<file path="src/rtl/nf10_10g_tx_port_filter.sv">
// nf10_10g_tx_port_filter: drops packets not addressed to this port and narrows 256-bit beats to 64-bit MAC words
module nf10_10g_tx_port_filter #(
  parameter int C_S_AXIS_DATA_WIDTH = 256,
  parameter int C_M_AXIS_DATA_WIDTH = 64,
  parameter int C_S_AXIS_TUSER_WIDTH = 128,
  parameter logic [7:0] C_PORT_MASK = 8'h40,
  parameter int C_DST_PORT_POS = 24
) (
  input  logic                                 axi_aclk,
  input  logic                                 axi_reset,
  input  logic [C_S_AXIS_DATA_WIDTH-1:0]       s_axis_tdata,
  input  logic [C_S_AXIS_DATA_WIDTH/8-1:0]     s_axis_tstrb,
  input  logic [C_S_AXIS_TUSER_WIDTH-1:0]      s_axis_tuser,
  input  logic                                 s_axis_tvalid,
  output logic                                 s_axis_tready,
  input  logic                                 s_axis_tlast,
  output logic [C_M_AXIS_DATA_WIDTH-1:0]       m_axis_tdata,
  output logic [C_M_AXIS_DATA_WIDTH/8-1:0]     m_axis_tstrb,
  output logic                                 m_axis_tvalid,
  input  logic                                 m_axis_tready,
  output logic                                 m_axis_tlast,
  output logic [31:0]                          pkt_fwd_count,
  output logic [31:0]                          pkt_drop_count
);
  localparam logic [1:0] START = 2'd0, FWD = 2'd1, DROP = 2'd2;
  localparam int MW = C_M_AXIS_DATA_WIDTH;
  localparam int MS = C_M_AXIS_DATA_WIDTH / 8;
  logic [1:0] state, lane, last_lane, beat_last_lane;
  logic buf_valid, buf_last, match, accept, load, out_hs, last_out, unused_tuser;
  logic [C_S_AXIS_DATA_WIDTH-1:0] buf_data;
  logic [C_S_AXIS_DATA_WIDTH/8-1:0] buf_strb;
  logic [31:0] fwd_cnt, drop_cnt;
  assign unused_tuser = ^s_axis_tuser;
  assign match = |(s_axis_tuser[C_DST_PORT_POS +: 8] & C_PORT_MASK);
  assign last_out = lane == last_lane;
  assign s_axis_tready = !axi_reset & (state == DROP | !buf_valid | (last_out & m_axis_tready));
  assign accept = s_axis_tvalid & s_axis_tready;
  assign load = accept & (state == FWD | (state == START & match));
  assign out_hs = buf_valid & m_axis_tready;
  assign m_axis_tvalid = !axi_reset & buf_valid;
  assign m_axis_tdata = axi_reset ? '0 : buf_data[int'(lane)*MW +: MW];
  assign m_axis_tstrb = axi_reset ? '0 : buf_strb[int'(lane)*MS +: MS];
  assign m_axis_tlast = !axi_reset & buf_valid & buf_last & last_out;
  assign pkt_fwd_count = fwd_cnt;
  assign pkt_drop_count = drop_cnt;
  // highest lane carrying any byte ends a last beat; an all-empty last beat still emits lane 0
  always_comb
    beat_last_lane = !s_axis_tlast ? 2'd3 :
                     |s_axis_tstrb[3*MS +: MS] ? 2'd3 :
                     |s_axis_tstrb[2*MS +: MS] ? 2'd2 :
                     |s_axis_tstrb[MS +: MS] ? 2'd1 : 2'd0;
  // packet state: the first beat's destination decides forward or drop for the whole packet
  always_ff @(posedge axi_aclk)
    if (axi_reset) state <= START;
    else if (accept) state <= s_axis_tlast ? START : state == START ? (match ? FWD : DROP) : state;
  // single-beat buffer; a reload on the final lane handshake keeps the output stream gapless
  always_ff @(posedge axi_aclk)
    if (axi_reset) begin
      buf_valid <= 1'b0;
      buf_last <= 1'b0;
      lane <= 2'd0;
      last_lane <= 2'd0;
      buf_data <= '0;
      buf_strb <= '0;
    end else if (load) begin
      buf_valid <= 1'b1;
      buf_last <= s_axis_tlast;
      lane <= 2'd0;
      last_lane <= beat_last_lane;
      buf_data <= s_axis_tdata;
      buf_strb <= s_axis_tstrb;
    end else if (out_hs) begin
      buf_valid <= !last_out;
      lane <= last_out ? 2'd0 : lane + 2'd1;
    end
  // packet counters bump on acceptance of each first beat
  always_ff @(posedge axi_aclk)
    if (axi_reset) begin
      fwd_cnt <= '0;
      drop_cnt <= '0;
    end else if (accept && state == START) begin
      fwd_cnt <= fwd_cnt + {31'd0, match};
      drop_cnt <= drop_cnt + {31'd0, !match};
    end
endmodule

</file>
<file path="config.mk">
export PLATFORM = sky130hd
export DESIGN_NAME = nf10_10g_tx_port_filter
export DESIGN_NICKNAME = d
export VERILOG_FILES = /design/src/rtl/nf10_10g_tx_port_filter.sv
export SDC_FILE = /design/constraint.sdc
export NUM_CORES = 1
export LEC_CHECK = 0
export ABC_AREA = 1
export CAP_MARGIN = 20
export CORE_AREA = 4 4 215 217
export CTS_BUF_LIST = sky130_fd_sc_hd__clkbuf_4 sky130_fd_sc_hd__clkbuf_8
export DETAILED_ROUTE_END_ITERATION = 12
export DIE_AREA = 0 0 219 221
export PLACE_DENSITY = 0.82
export SLEW_MARGIN = 20
export SYNTH_ARGS = -nofsm -noshare
export SYNTH_HDL_FRONTEND = slang
export SYNTH_SLANG_ARGS = --single-unit
</file>
<file path="constraint.sdc">
create_clock -name axi_aclk -period 1.7 [get_ports axi_aclk]
set_input_delay 0.34 -clock axi_aclk [delete_from_list [all_inputs] [get_ports axi_aclk]]
set_output_delay 0.34 -clock axi_aclk [all_outputs]
set_load 0.02 [all_outputs]
</file>
# --- Word-level counts from Yosys, hierarchy flattened ---
# Cells that the tools add are included.
op_classes:
  addsub: 3
  mul: 0
  n_div: 0
  order_cmp: 0
  n_eq_ne: 3
  n_shift: 2
  n_mux: 12
  bitwise_logic: 12
  n_reduce_logical: 13
ops:
  columns: ["operator", "n"]
  rows:
  - ["256-bit by 9-bit indexed part select with 64-bit output", 1]
  - ["32-bit by 1-bit adder with 32-bit output", 2]
  - ["64-bit two-way mux", 1]
  - ["32-bit by 6-bit indexed part select with 8-bit output", 1]
  - ["8-bit OR reduction", 3]
  - ["2-bit two-way mux", 7]
  - ["1-bit AND", 9]
  - ["8-bit two-way mux", 1]
  - ["1-bit zero test", 4]
  - ["2-bit nonzero test", 2]
  - ["1-bit two-way mux", 3]
  - ["1-bit OR", 3]
  - ["2-bit by 1-bit adder with 2-bit output (second input constant)", 1]
  - ["2-bit by 1-bit == test with 1-bit output (second input constant)", 1]
  - ["2-bit == test", 1]
  - ["2-bit == test (second input constant)", 1]
  - ["2-bit zero test", 1]
  - ["2-bit AND reduction", 1]
  - ["2-bit OR reduction", 1]
  - ["1-bit logical AND", 1]
word_totals:
  register_bits: 360
  latch_bits: 0
  ramBits: 0
  mem_bits_ro: 0
  in_bits: 421
  out_inout_bits: 139
  elab_cells: 54
  n_memories: 0

# --- Longest topological paths before layout ---
# Gate-level depths: netlist of run 1.
logic_depth:
  depth_word: 7
  ltp_mapped: 12
  ltp_nobuf: 12

# --- Worst setup path before layout of run 1 ---
# No wires, ideal clock.
synth_timing:
  path_type: "register to register"
  startpoint: "reg drop_cnt[0], in the netlist pkt_drop_count[0]"
  endpoint: "reg drop_cnt[28], in the netlist pkt_drop_count[28]"
  setup_time_ns: 0.139
  arrival_time_ns: 1.762
  path_slack_ns: -0.202
  stages_incl_launch_ff: 12
  path_buffers: 0
  period_less_slack_ns: 1.902
  cell_sequence: "dfxtp_1 -> ha_1 -> ha_1 -> inv_1 -> nor2_1 -> inv_1 -> nor2_1 -> nand2_1 -> nand2_1 -> nand2_1 -> nand2_2 -> a21oi_2"
synth_between:
  elab_chain_cells: 1
synth_rtl:
  columns: ["item", "line_no", "rtl"]
  rows:
  - ["start: declaration", "32", "logic [31:0] fwd_cnt, drop_cnt;"]
  - ["start signal: assignment", "83", "drop_cnt <= drop_cnt + {31'd0, !match};"]
  - ["32-bit by 1-bit adder with 32-bit output", "83", null]
# Every way passes these cells.
# A chain may end at the register's enable or synchronous reset.

# --- Worst setup path after layout of run 1 ---
layout_timing:
  startpoint: "reg lane[0]"
  endpoint: "out m_axis_tdata[15]"
layout_between:
  elab_chain_cells: 2
layout_rtl:
  columns: ["item", "line_no", "rtl"]
  rows:
  - ["start: declaration", "28", "logic [1:0] state, lane, last_lane, beat_last_lane;"]
  - ["start signal: assignment", "74", "lane <= last_out ? 2'd0 : lane + 2'd1;"]
  - ["256-bit by 9-bit indexed part select with 64-bit output", "41", "assign m_axis_tdata = axi_reset ? '0 : buf_data[int'(lane)*MW +: MW];"]
  - ["64-bit two-way mux", "41", null]
  - ["end: declaration", "17", "output logic [C_M_AXIS_DATA_WIDTH-1:0] m_axis_tdata,"]
# Every way passes these cells.

==> results.txt, run 1 <==
----------------------------------------------------
[Drt]
  Detailed-route via count ... 17700
  DRT iter0 DRCs ... 1356
  Number of vias per cell after detailed routing ... 5.02
  Wirelength, routed ... 59800 µm
  DR WL met3 ... 3950 µm
  Top Layer Used ... met4
  Met2 WL ... 28300 µm
  Post-detailed-route DRC marker count ... 0
  Residual antenna-violating net count after detailed routing ... 0
  Post-route met1 wirelength ... 25500 µm
  Per-cell routed wire length ... 16.9 µm
  Number of optimization iterations in the first detailed-route pass ... 6

[Timing]
  Worst slew margin ... 0.659
  Crit path setup slack, layout ... -0.660 ns
  Final-layout setup total negative slack ... -118.94 ns
  Layout Skew ... 0.0307 ns
  Final critical delay including setup and external delays ... 2.36 ns
  Achievable Freq ... 0.424 GHz
  Endpoints failing setup ... 427
  Slew at the pin with the worst max-slew slack ... 0.512 ns
  Final hold viol count ... 0
  Final max-slew violation count ... 0
  Setup repair after global routing missed its margin ... yes
  Final Cycle Share ... 1.39

[GRT]
  Wire length of the first global-routing pass ... 90900 µm
  Overall overflow remaining after global route ... 0
  Global router's overall resource usage ... 0.232
  Number of global-route vias before repair ... 16700
  Number of antenna violations at the first check in global routing ... 8
  Largest net degree at the start of global routing ... 71

[Status]
  Result of the run ... complete, but fails checks
  Violated checks ... negative setup slack

[Floorplan]
  I/O pin count ... 560
  Std-Cell Rows ... 77
  Chip width ... 219 µm
  Initial core utilization ... 0.380
  DIE AREA ... 48400 µm²
  Vertical die dimension ... 221 µm
  Core ar. ... 44100 µm²

[CTS]
  Clock root buffer ... sky130_fd_sc_hd__clkbuf_8
  Later-pin clock latency in the skew report ... 0.64 ns
  Buffers from clock root to sink, at most ... 3
  TritonCTS clock tree ... yes
  Maximum level of the CTS H-tree ... 3
  Clock-pin transition on the worst setup and hold timing paths ... 0.06 ns
  Sinks on Clock Net ... 360
  Cts hold-fix bufs ... 0
  CTS buffer count ... 66

[Place]
  Gpl congestion ... 0.944
  Placed wire-length estimate ... 41900 µm
  Number of placed instances with taps included ... 3408
  Worst Setup Slack post-DPL ... -0.603 ns
  Area after DPL ... 22900 µm²
  Port bufs ... 432

[Pwr]
  Max VDD drop ... 0.561 mV
  Pleak ... 9.98 nW
  Power density cells ... 836 nW/µm²
  Overall power after layout ... 0.0208 W

[Logic synthesis]
  Share of cell area taken by muxes after synthesis ... 0
  Average size of a mapped cell ... 7.02 µm²
  Cell types with the largest area share after synthesis ... sky130_fd_sc_hd__dfxtp_1 (43%), sky130_fd_sc_hd__inv_1 (10%), sky130_fd_sc_hd__a21oi_1 (8.2%), sky130_fd_sc_hd__nand2_1 (7.5%), sky130_fd_sc_hd__o22ai_1 (5.0%)
  Post-synth design cell area ... 16700 µm²
  Warning count from the yosys run ... 0
  Compound-gate portion of the synthesized area ... 0.232
  Number of distinct library cells after synthesis ... 31
  Adder and majority gate portion of the synthesized area ... 0.00299
  Syn_nets ... 2811
  Post-synthesis sequential element count ... 360
  Area share of the leading cell type in the synthesized netlist ... 0.430
  Xor and xnor area share after synthesis ... 0.0172
  Share of synthesized cell area in and, or, nand and nor gates ... 0.170
  Fraction of the yosys area taken by sequential cells ... 0.430
  Number of instances in the synthesized netlist ... 2386
  Synth area leader ... sky130_fd_sc_hd__dfxtp_1
  Main combinational cell family by area after synthesis ... compound AO/OA/AOI/OAI gates

[Setup path]
  Critical path origin ... lane[0]
  Kind of critical path ... reg -> out
  Kind of cell adding the most delay to the critical path ... buffers and inverters
  Worst path cell trace ... buf_12 > a21oi_1 > o21ai_1 > a21oi_2 > clkdlybuf4s15_2
  Crit path buf inv count ... 2
  Crit path arrival time ... 2.02 ns
  Beginning of the worst register-to-register path ... lane[0]
  Maximum fanout encountered on the critical timing path ... 62
  Cell with the biggest individual delay on the critical path ... sky130_fd_sc_hd__dfxtp_4
  Critical path's largest stage delay ... 0.40 ns
  Startpoint type of the worst setup path ... flip-flop
  Crit. End Element ... output port
  WP data required ... 1.36 ns

[Cells and area]
  Post-route non-filler standard cell count ... 3537
  Post-layout nets ... 3314
  Layout Area Growth over Synthesis ... 48.4%
  Final design area excluding fillers ... 24800 µm²
  Fillcell total ... 3992
  Layout cells sized above 1 ... 0.222

[Worst hold path]
  Launch instance of the worst min-delay path ... axi_reset
  Hold Path Class ... in -> reg

[Run]
  Max-cap violation count ... 0

----------------------------------------------------
-- cell usage after synthesis --
library cell,instances
sky130_fd_sc_hd__nor2_2,3
sky130_fd_sc_hd__xor2_1,23
sky130_fd_sc_hd__ha_1,4
sky130_fd_sc_hd__o21ai_0,155
sky130_fd_sc_hd__nand4_2,1
sky130_fd_sc_hd__nand2_2,12
sky130_fd_sc_hd__buf_1,24
sky130_fd_sc_hd__o21ai_1,134
sky130_fd_sc_hd__a21oi_1,275
sky130_fd_sc_hd__xnor2_2,1
sky130_fd_sc_hd__nand4_4,1
sky130_fd_sc_hd__nand3b_1,28
sky130_fd_sc_hd__o22ai_2,10
sky130_fd_sc_hd__buf_6,6
sky130_fd_sc_hd__nor3_1,4
sky130_fd_sc_hd__buf_4,8
sky130_fd_sc_hd__inv_1,458
sky130_fd_sc_hd__xnor2_1,8
sky130_fd_sc_hd__o22ai_1,135
sky130_fd_sc_hd__nor4_1,1
sky130_fd_sc_hd__clkbuf_1,52
sky130_fd_sc_hd__nand2_1,334
sky130_fd_sc_hd__dfxtp_1,360
sky130_fd_sc_hd__nor2_1,112
sky130_fd_sc_hd__a21oi_2,10
sky130_fd_sc_hd__inv_2,3
sky130_fd_sc_hd__nand3_1,148
sky130_fd_sc_hd__buf_2,66
sky130_fd_sc_hd__nand3_2,2
sky130_fd_sc_hd__nand4_1,7
sky130_fd_sc_hd__a31oi_1,1
-- flip-flops by register name, summed over array words and instances (netlist names) --
signal          cells
last_lane           2
pkt_fwd_count      32
buf_valid           1
lane                2
buf_strb           32
state               2
pkt_drop_count     32
buf_last            1
buf_data          256
-- layout make-up --
type / count / area [µm²] / area share
Timing Repair Buffer: 591 / 5980 / 0.241
Multi-Input combinational cell: 1409 / 7660 / 0.308
Clock buffer: 106 / 1330 / 0.0534
Antenna cell: 8 / 20.0 / 0.000806
Inverter: 461 / 1750 / 0.0702
Clock inverter: 10 / 92.6 / 0.00373
Sequential cell: 360 / 7280 / 0.293
Tap cell: 592 / 741 / 0.0298
-- power by group --
part,switching [W],internal [W],total [W]
clock network,0.00378,0.00511,0.00889
logic,0.00142,0.00139,0.00281
registers,0.000189,0.00889,0.00908
-- repair_timing --
| action | CTS | global route |
|---|---|---|
| gates cloned | 0 | 4 |
| resized for setup | 713 | 75 |
| setup buffers | 1 | 0 |
| pin swaps | 26 | 23 |
| setup endpoints to repair | 492 | 454 |
-- stage by stage --
step | util | hold slack [ns]
2_1_floorplan | - | 0.448
3_3_place_gp | 0.519 | 0.456
3_5_place_dp | 0.519 | 0.463
5_1_grt | 0.563 | 0.191
4_1_cts | 0.555 | 0.156
6_report | 0.563 | 0.208
-- layer usage --
layer	up-vias	GRT usage
met3	140	0.0458
met1	8184	0.303
met5	-	0
li1	8756	-
met2	660	0.380
met4	0	0.0866
-- cells in the final DEF (no fill, tap or decap), types with 7 or more instances in the layout --
master                            count
sky130_fd_sc_hd__clkbuf_4            21
sky130_fd_sc_hd__o21ai_2             19
sky130_fd_sc_hd__buf_4              157
sky130_fd_sc_hd__buf_2               14
sky130_fd_sc_hd__nand2_2             13
sky130_fd_sc_hd__o21ai_1            201
sky130_fd_sc_hd__a21oi_2            109
sky130_fd_sc_hd__clkdlybuf4s15_2     50
sky130_fd_sc_hd__clkbuf_8            85
sky130_fd_sc_hd__inv_6                7
sky130_fd_sc_hd__dfxtp_2             56
sky130_fd_sc_hd__inv_1              458
sky130_fd_sc_hd__xnor2_1              8
sky130_fd_sc_hd__o22ai_1            135
sky130_fd_sc_hd__a21oi_4              9
sky130_fd_sc_hd__xor2_1              23
sky130_fd_sc_hd__o21ai_0             69
sky130_fd_sc_hd__nand3_1            148
sky130_fd_sc_hd__nand3b_1            28
sky130_fd_sc_hd__a21oi_1            167
sky130_fd_sc_hd__buf_12              33
sky130_fd_sc_hd__clkdlybuf4s50_1    292
sky130_fd_sc_hd__buf_6               37
sky130_fd_sc_hd__nand4_1              7
sky130_fd_sc_hd__dfxtp_1            302
sky130_fd_sc_hd__nor2_1             110
sky130_fd_sc_hd__nand2_1            332
sky130_fd_sc_hd__diode_2              8
sky130_fd_sc_hd__o22ai_2             10
-- path summary, 6_finish.rpt --
kind,endpoint,slack (ns),depth (start not counted)
max,m_axis_tdata[15],-0.66,5
min,pkt_drop_count[11],0.21,3
max reg2reg,pkt_fwd_count[18],-0.30,12
min reg2reg,buf_data[85],0.47,2
-- logic make-up after synthesis --
| kind of cell | after synthesis |
|---|---|
| fa+ha+maj | 4 |
| flops | 360 |
| simple gates | 653 |
| compound gates | 720 |
| xor+xnor | 32 |
| buf+inv | 617 |
-- worst reg2reg max path, cell delays in order (launching register included) --
cell,delay [ns]
sky130_fd_sc_hd__dfxtp_4,0.38
sky130_fd_sc_hd__inv_6,0.13
sky130_fd_sc_hd__buf_12,0.17
sky130_fd_sc_hd__nand2_1,0.08
sky130_fd_sc_hd__nand2_2,0.07
sky130_fd_sc_hd__nand3_2,0.11
sky130_fd_sc_hd__nand2_2,0.11
sky130_fd_sc_hd__buf_4,0.13
sky130_fd_sc_hd__nand3_2,0.07
sky130_fd_sc_hd__nor2_4,0.21
sky130_fd_sc_hd__buf_12,0.20
sky130_fd_sc_hd__nand2_1,0.08
sky130_fd_sc_hd__a21oi_1,0.16
No activity file was read; power rests on OpenSTA's default activity.
==> inputs of run 2 (changes only) <==
--- a/config.mk
+++ b/config.mk
@@ -7,10 +7,10 @@
 export LEC_CHECK = 0
 export ABC_AREA = 1
 export CAP_MARGIN = 20
-export CORE_AREA = 4 4 215 217
+export CORE_AREA = 3 3 214 216
 export CTS_BUF_LIST = sky130_fd_sc_hd__clkbuf_4 sky130_fd_sc_hd__clkbuf_8
 export DETAILED_ROUTE_END_ITERATION = 12
-export DIE_AREA = 0 0 219 221
+export DIE_AREA = 0 0 217 219
 export PLACE_DENSITY = 0.82
 export SLEW_MARGIN = 20
 export SYNTH_ARGS = -nofsm -noshare
==> run 2 against run 1 <==
The run still ends with negative setup slack left. Non-clock buffer count up 39. Critical endpoint is now m_axis_tdata[44]. Largest cell class unchanged. Register-to-register slack better by 0.05 ns. Count of clock-buffer cells in the layout down 7. Sequential share of layout area down 0.92 points. Combinational power up 5%. Critical path type unchanged.
==> results.txt, run 2 (synthesis gave the netlist of run 1 again) <==
----------------------------------------------------
[Status]
  Result of the run ... complete, but fails checks
  Violated checks ... negative setup slack

[Cells and area]
  Most common library cell in the layout ignoring fill and taps ... sky130_fd_sc_hd__inv_1
  Layout cells sized above 1 ... 0.214 (-0.00720)
  Max FFs per register ... 256 (unchanged)
  Top register by number of flip-flops ... buf_data
  Fillcell total ... 3820 (-4.3%)
  Post-route non-filler standard cell count ... 3576 (+1.1%)
  Most frequent cells in the layout ... sky130_fd_sc_hd__inv_1 (458), sky130_fd_sc_hd__dfxtp_1 (342), sky130_fd_sc_hd__clkdlybuf4s50_1 (341), sky130_fd_sc_hd__nand2_1 (331), sky130_fd_sc_hd__o21ai_1 (203)
  Post-layout nets ... 3353 (+1.2%)
  Layout Area Growth over Synthesis ... 52.1%

[Worst hold path]
  Hold Path Class ... in -> reg

[Pwr]
  Power density cells ... 823 nW/µm² (-1.6%)
  Portion of total power attributed to combinational logic ... 0.141 (+0.006)
  Pleak ... 10.2 nW (+2.1%)
  Sw frac ... 0.265 (+0.00545)
  Net Sw Power ... 0.00555 W (+3.0%)
  Fraction of power consumed by the clock network ... 0.426 (-0.002)
  Int Pwr ... 0.0154 W (+0.17%)
  Sequential Power Share ... 0.433 (-0.004)
  Max VDD drop ... 0.652 mV (+16%)

[Timing]
  Layout Skew ... 0.0338 ns (+0.00305 ns)
  Final-layout setup total negative slack ... -113.44 ns (+5.50 ns)
  Crit path setup slack, layout ... -0.680 ns (-0.0201 ns)
  Slew at the pin with the worst max-slew slack ... 0.696 ns (+0.184 ns)
  Worst slew margin ... 0.536 (-0.123)
  Final Cycle Share ... 1.40 (+0.0118)
  Achievable Freq ... 0.420 GHz (-0.84%)
  Final critical delay including setup and external delays ... 2.38 ns (+0.0201 ns)
  Endpoints failing setup ... 484 (+13%)
  Worst hold margin ... 0.231 ns (+0.0233 ns)
  Setup repair after global routing missed its margin ... yes
  Final hold viol count ... 0 (unchanged)
  Final max-slew violation count ... 0 (unchanged)

[Floorplan]
  Initial core utilization ... 0.380 (unchanged)
  Std-Cell Rows ... 77 (unchanged)
  DIE AREA ... 47500 µm² (-1.8%)
  Chip width ... 217 µm (-0.91%)
  Vertical die dimension ... 219 µm (-0.90%)
  Core ar. ... 44100 µm² (unchanged)
  I/O pin count ... 560 (unchanged)

[CTS]
  CTS buffer count ... 66 (unchanged)
  Sinks on Clock Net ... 360 (unchanged)
  TritonCTS clock tree ... yes
  Later-pin clock latency in the skew report ... 0.65 ns (about the same)
  Clock root buffer ... sky130_fd_sc_hd__clkbuf_8
  Maximum level of the CTS H-tree ... 3 (unchanged)
  Buffers from clock root to sink, at most ... 3 (unchanged)
  Clock-pin transition on the worst setup and hold timing paths ... 0.06 ns (about the same)
  Cts hold-fix bufs ... 0 (unchanged)

[GRT]
  Number of global-route vias before repair ... 17400 (+3.7%)
  Wire length of the first global-routing pass ... 92600 µm (+1.8%)
  Largest net degree at the start of global routing ... 61 (-14%)
  Global router's overall resource usage ... 0.242 (+0.00979)
  Number of antenna violations at the first check in global routing ... 11 (+3)
  Overall overflow remaining after global route ... 0 (unchanged)

[Setup path]
  Crit path buf inv count ... 4 (+2)
  Cell with the biggest individual delay on the critical path ... sky130_fd_sc_hd__dfxtp_4
  Kind of cell adding the most delay to the critical path ... buffers and inverters
  Maximum fanout encountered on the critical timing path ... 24 (-61%)
  Crit. End Element ... output port
  Kind of critical path ... reg -> out
  WP data required ... 1.36 ns (about the same)
  Critical path's largest stage delay ... 0.41 ns (about the same)
  Most frequent cell on the critical path ... sky130_fd_sc_hd__buf_12
  Worst path cell trace ... inv_6 > buf_12 > buf_12 > a21oi_1 > o21ai_1 > a21oi_2 > buf_6
  Crit path arrival time ... 2.04 ns (+0.02 ns)
  Startpoint type of the worst setup path ... flip-flop

[Drt]
  DRT iter0 DRCs ... 1491 (+10%)
  Detailed-route via count ... 18100 (+2.2%)
  Number of vias per cell after detailed routing ... 5.07 (+1.1%)
  Post-detailed-route DRC marker count ... 0 (unchanged)
  Wirelength, routed ... 62000 µm (+3.6%)
  Per-cell routed wire length ... 17.3 µm (+2.5%)
  Number of optimization iterations in the first detailed-route pass ... 5 (-1)
  Residual antenna-violating net count after detailed routing ... 0 (unchanged)

[Run]
  Max-cap violation count ... 0 (unchanged)

[Place]
  Number of placed instances with taps included ... 3441 (+0.97%)
  Worst Setup Slack post-DPL ... -0.670 ns (-0.0673 ns)
  Gpl congestion ... 0.918 (-2.8%)
  Placed wire-length estimate ... 42700 µm (+1.8%)
  Port bufs ... 432 (unchanged)

----------------------------------------------------
[run 2: timing repair]
action | in CTS | in global routing
resized for setup | 568 | 152
pin swaps | 30 | 28
setup buffers | 4 | 2
setup endpoints to repair | 499 | 495
cloned | 2 | 4
[run 2: metal layers]
layer	global-route usage	vias up	share of wire
li1	-	8858	-
met1	0.307	8293	0.42
met2	0.390	767	0.46
met3	0.0536	198	0.067
met4	0.118	10	0.050
met5	0	-	0.0013
[run 2: layout make-up]
cell class	count	area, µm²	area share
multi-input cells	1409	7920	0.311
flip-flops and latches	360	7230	0.284
repair buffers	630	6400	0.251
inverters	461	1750	0.0686
clock buffers	99	1250	0.0491
well taps	592	741	0.0291
clock inverters	16	166	0.00653
diodes	9	22.5	0.000884
[run 2: final timing paths]
check,startpoint,to,slack [ns],cells after the start
worst max register to register,lane[0],pkt_drop_count[31],-0.25,12
worst max-delay path,lane[0],m_axis_tdata[44],-0.68,7
worst min-delay path,s_axis_tdata[239],buf_data[239],0.23,3
worst min register to register,buf_data[82],buf_data[82],0.47,2
[run 2: worst min-delay path, delay by kind of cell]
kind | cells | cell delay, ns
AO/OA/AOI/OAI | 1 | 0.05
buffers and inverters | 2 | 0.44
[run 2: through the flow]
stage,utilization,cell area [µm²],total power (W)
after floorplan,-,17000,0.0105
after global placement,0.523,23100,0.0119
after detailed placement,0.523,23100,0.0120
after CTS,0.563,24900,0.0210
after global routing,0.577,25500,0.0218
final,0.577,25500,0.0210
[run 2: power by group through the flow]
stage	logic [W]	clock network, W	registers, W
after global routing	0.00318	0.00947	0.00913
after global placement	0.00272	0	0.00923
after CTS	0.00283	0.00908	0.00908
after detailed placement	0.00276	0	0.00925
final	0.00296	0.00893	0.00909
after floorplan	0.00131	0	0.00920
==> inputs of run 3 (changes only) <==
--- a/config.mk
+++ b/config.mk
@@ -5,13 +5,12 @@
 export SDC_FILE = /design/constraint.sdc
 export NUM_CORES = 1
 export LEC_CHECK = 0
-export ABC_AREA = 1
 export CAP_MARGIN = 20
 export CORE_AREA = 3 3 214 216
 export CTS_BUF_LIST = sky130_fd_sc_hd__clkbuf_4 sky130_fd_sc_hd__clkbuf_8
 export DETAILED_ROUTE_END_ITERATION = 12
 export DIE_AREA = 0 0 217 219
-export PLACE_DENSITY = 0.82
+export PLACE_DENSITY = 0.78
 export SLEW_MARGIN = 20
 export SYNTH_ARGS = -nofsm -noshare
 export SYNTH_HDL_FRONTEND = slang
==> run 3 against run 2 <==
The run still ends with negative setup slack left. Global-route usage shrank 0.13 points. Cell count shrank 12%. Via count shrank 7.6%. Power grew 1.4%. Worst setup slack lost 0.22 ns. Count of clock-buffer cells in the layout shrank 6. Critical path depth is the same. Maximum frequency shrank 8.6%. Area after synthesis shrank 8.1%. Critical path type unchanged. Largest power group unchanged. Highest routed layer unchanged.
==> results.txt, run 3 <==
----------------------------------------------------
[Timing]
  Final-layout setup total negative slack ... -290.27 ns (-176.83 ns)
  Layout Skew ... 0.0279 ns (-0.00585 ns)
  Final Cycle Share ... 1.53 (+0.132)
  Final hold viol count ... 0 (unchanged)
  Slew at the pin with the worst max-slew slack ... 0.396 ns (-0.299 ns)
  Final critical delay including setup and external delays ... 2.60 ns (+0.224 ns)
  Endpoints failing setup ... 491 (+1.4%)
  Crit path setup slack, layout ... -0.905 ns (-0.224 ns)
  Final max-slew violation count ... 0 (unchanged)
  Achievable Freq ... 0.384 GHz (-8.6%)
  Worst hold margin ... 0.226 ns (-0.00519 ns)
  Setup repair after global routing missed its margin ... yes
  Worst slew margin ... 0.732 (+0.196)

[Logic synthesis]
  Share of synthesized registers carrying an async set or reset ... 0 (unchanged)
  Most instantiated cells after synthesis ... sky130_fd_sc_hd__nand2_1 (603), sky130_fd_sc_hd__dfxtp_1 (360), sky130_fd_sc_hd__o21ai_0 (307), sky130_fd_sc_hd__clkbuf_1 (127), sky130_fd_sc_hd__and2_1 (75)
  Syn_nets ... 2262 (-20%)
  Warning count from the yosys run ... 0 (unchanged)
  Fraction of the yosys area taken by sequential cells ... 0.468 (+0.0377)
  Number of instances in the synthesized netlist ... 1837 (-23%)
  Post-synth design cell area ... 15400 µm² (-8.1%)
  Cell types with the largest area share after synthesis ... sky130_fd_sc_hd__dfxtp_1 (47%), sky130_fd_sc_hd__nand2_1 (15%), sky130_fd_sc_hd__mux4_2 (11%), sky130_fd_sc_hd__o21ai_0 (10%), sky130_fd_sc_hd__clkbuf_1 (3.1%)
  Area share of the leading cell type in the synthesized netlist ... 0.468 (+0.0377)
  Post-synthesis sequential element count ... 360 (unchanged)
  Average size of a mapped cell ... 8.38 µm² (+19%)
  Most numerous cell in the Yosys netlist ... sky130_fd_sc_hd__nand2_1
  Number of flops mapped to enable cells by yosys ... 0 (unchanged)
  Synth area leader ... sky130_fd_sc_hd__dfxtp_1
  Number of distinct library cells after synthesis ... 43 (+39%)
  Flip-flop cell with the highest count after synthesis ... sky130_fd_sc_hd__dfxtp_1

[CTS]
  Buffers from clock root to sink, at most ... 3 (unchanged)
  Clock-pin transition on the worst setup and hold timing paths ... 0.06 ns (about the same)
  Cts hold-fix bufs ... 0 (unchanged)
  Clock root buffer ... sky130_fd_sc_hd__clkbuf_8
  Sinks on Clock Net ... 360 (unchanged)
  Maximum level of the CTS H-tree ... 2 (-1)
  Later-pin clock latency in the skew report ... 0.65 ns (about the same)
  CTS buffer count ... 61 (-7.6%)
  TritonCTS clock tree ... yes

[Setup path]
  Setup slack of the most critical reg-to-reg path ... -0.72 ns (-0.47 ns)
  Capturing instance or port of the critical path ... m_axis_tdata[9]
  Cell with the biggest individual delay on the critical path ... sky130_fd_sc_hd__mux4_2
  Maximum fanout encountered on the critical timing path ... 6 (-75%)
  Endpoint of the most critical register-to-register path ... pkt_drop_count[19]
  Startpoint type of the worst setup path ... flip-flop
  Register-to-Register Path Depth ... 8 (-4)
  Crit path arrival time ... 2.26 ns (+0.22 ns)
  Critical path origin ... lane[0]
  Beginning of the worst register-to-register path ... state[1]
  Kind of critical path ... reg -> out
  Critical path's largest stage delay ... 0.49 ns (+0.08 ns)
  Crit. End Element ... output port
  WP data required ... 1.36 ns (about the same)
  Worst path cell trace ... buf_12 > buf_12 > buf_16 > buf_6 > mux4_2 > and2_4 > buf_6

[Pwr]
  Max VDD drop ... 0.610 mV (-6.5%)
  Pleak ... 10.1 nW (-0.72%)
  Power density cells ... 804 nW/µm² (-2.3%)

[Worst hold path]
  Hold Path Class ... in -> reg
  Launch instance of the worst min-delay path ... axi_reset

[Drt]
  DRT iter0 DRCs ... 1438 (-3.6%)
  Wirelength, routed ... 63600 µm (+2.6%)
  Per-cell routed wire length ... 20.2 µm (+17%)
  Detailed-route via count ... 16800 (-7.6%)
  Residual antenna-violating net count after detailed routing ... 0 (unchanged)
  Number of vias per cell after detailed routing ... 5.32 (+5.0%)
  Number of optimization iterations in the first detailed-route pass ... 6 (+1)
  Post-detailed-route DRC marker count ... 0 (unchanged)

[Place]
  Placed wire-length estimate ... 36900 µm (-14%)
  Port bufs ... 432 (unchanged)
  Worst Setup Slack post-DPL ... -1.17 ns (-0.504 ns)
  Area after DPL ... 21700 µm² (-6.0%)
  Gpl congestion ... 0.888 (-3.2%)

[Floorplan]
  Vertical die dimension ... 219 µm (unchanged)
  Core ar. ... 44100 µm² (unchanged)
  Chip width ... 217 µm (unchanged)
  Initial core utilization ... 0.349 (-0.0306)
  Std-Cell Rows ... 77 (unchanged)
  I/O pin count ... 560 (unchanged)
  DIE AREA ... 47500 µm² (unchanged)

[Status]
  Violated checks ... negative setup slack
  Result of the run ... complete, but fails checks

[Cells and area]
  Layout Area Growth over Synthesis ... 71.9%
  Final Core Density ... 0.600 (+0.0223)
  Layout cells sized above 1 ... 0.315 (+0.101)
  Most frequent cells in the layout ... sky130_fd_sc_hd__nand2_1 (548), sky130_fd_sc_hd__dfxtp_1 (352), sky130_fd_sc_hd__clkdlybuf4s50_1 (350), sky130_fd_sc_hd__o21ai_1 (246), sky130_fd_sc_hd__buf_4 (156)
  Post-layout nets ... 2929 (-13%)
  Most common library cell in the layout ignoring fill and taps ... sky130_fd_sc_hd__nand2_1
  Final design area excluding fillers ... 26500 µm² (+3.9%)
  Max FFs per register ... 256 (unchanged)
  Top register by number of flip-flops ... buf_data
  Fillcell total ... 3317 (-13%)

[GRT]
  Number of antenna violations at the first check in global routing ... 7 (-4)
  Wire length of the first global-routing pass ... 91300 µm (-1.5%)
  Number of global-route vias before repair ... 16900 (-2.7%)
  Overall overflow remaining after global route ... 0 (unchanged)
  Largest net degree at the start of global routing ... 48 (-21%)
  Global router's overall resource usage ... 0.241 (-0.00134)

[Run]
  Max-cap violation count ... 0 (unchanged)

----------------------------------------------------
==> run 3: worst min-delay path by stage <==
stage | to | slack (ns) | depth (start not counted)
after global routing | pkt_fwd_count[4] | 0.18 | 3
after floorplan | buf_last | 0.42 | 2
after CTS | pkt_fwd_count[4] | 0.15 | 3
after global placement | buf_data[79] | 0.43 | 2
after detailed placement | buf_data[253] | 0.44 | 2
final | pkt_fwd_count[4] | 0.23 | 3
==> run 3: layout make-up <==
class | count | area, µm² | area share
multi-input combinational | 1329 | 8400 | 0.318
sequential | 360 | 7220 | 0.273
inverter | 6 | 30.0 | 0.00113
tap | 592 | 741 | 0.0280
antenna | 3 | 7.51 | 0.000284
timing repair buffer | 746 | 8670 | 0.328
clock buffer | 93 | 1150 | 0.0436
clock inverter | 20 | 230 | 0.00870
==> run 3: power by group <==
group          total, W  switching (W)  internal (W)  leakage [nW]
combinational   0.00327        0.00137       0.00190          6.44
sequential      0.00914       0.000253       0.00888          2.94
clock           0.00887        0.00378       0.00509         0.739
total            0.0213        0.00540        0.0159          10.1
==> run 3: layer usage <==
metal	up-vias	global-route usage	share of wire
met5	-	0	0.00077
met4	6	0.106	0.048
met3	238	0.0593	0.089
met2	909	0.428	0.50
met1	7982	0.274	0.36
li1	7622	-	-
==> run 3: cells by family after synthesis <==
group,after synthesis,synth area share
buffers and inverters,149,0.0379
xor gates and xnor gates,41,0.0233
muxes,77,0.109
and+or+nand+nor,863,0.246
AOI/OAI and AO/OA,343,0.113
adders and majority gates,4,0.00325
DFF,360,0.468
==> run 3: worst max-delay path, delay by kind of cell, from the launching register on <==
kind,cells,cell delay (ns)
buffers and inverters,5,0.59
flip-flops,1,0.37
multiplexers,1,0.49
AND/OR/NAND/NOR,1,0.16
==> run 3: repair_timing <==
item                       in CTS  in global routing
setup buffers                  56                 31
setup endpoints to repair     495                494
cloned                         39                 26
pin swaps                      48                 16
resized for setup             647                196
==> run 3: through the flow <==
step	power, W	std cells
floorplan	0.0104	1837
global placement	0.0116	2907
detailed placement	0.0116	2907
CTS	0.0209	3114
global route	0.0220	3147
finish	0.0213	3149
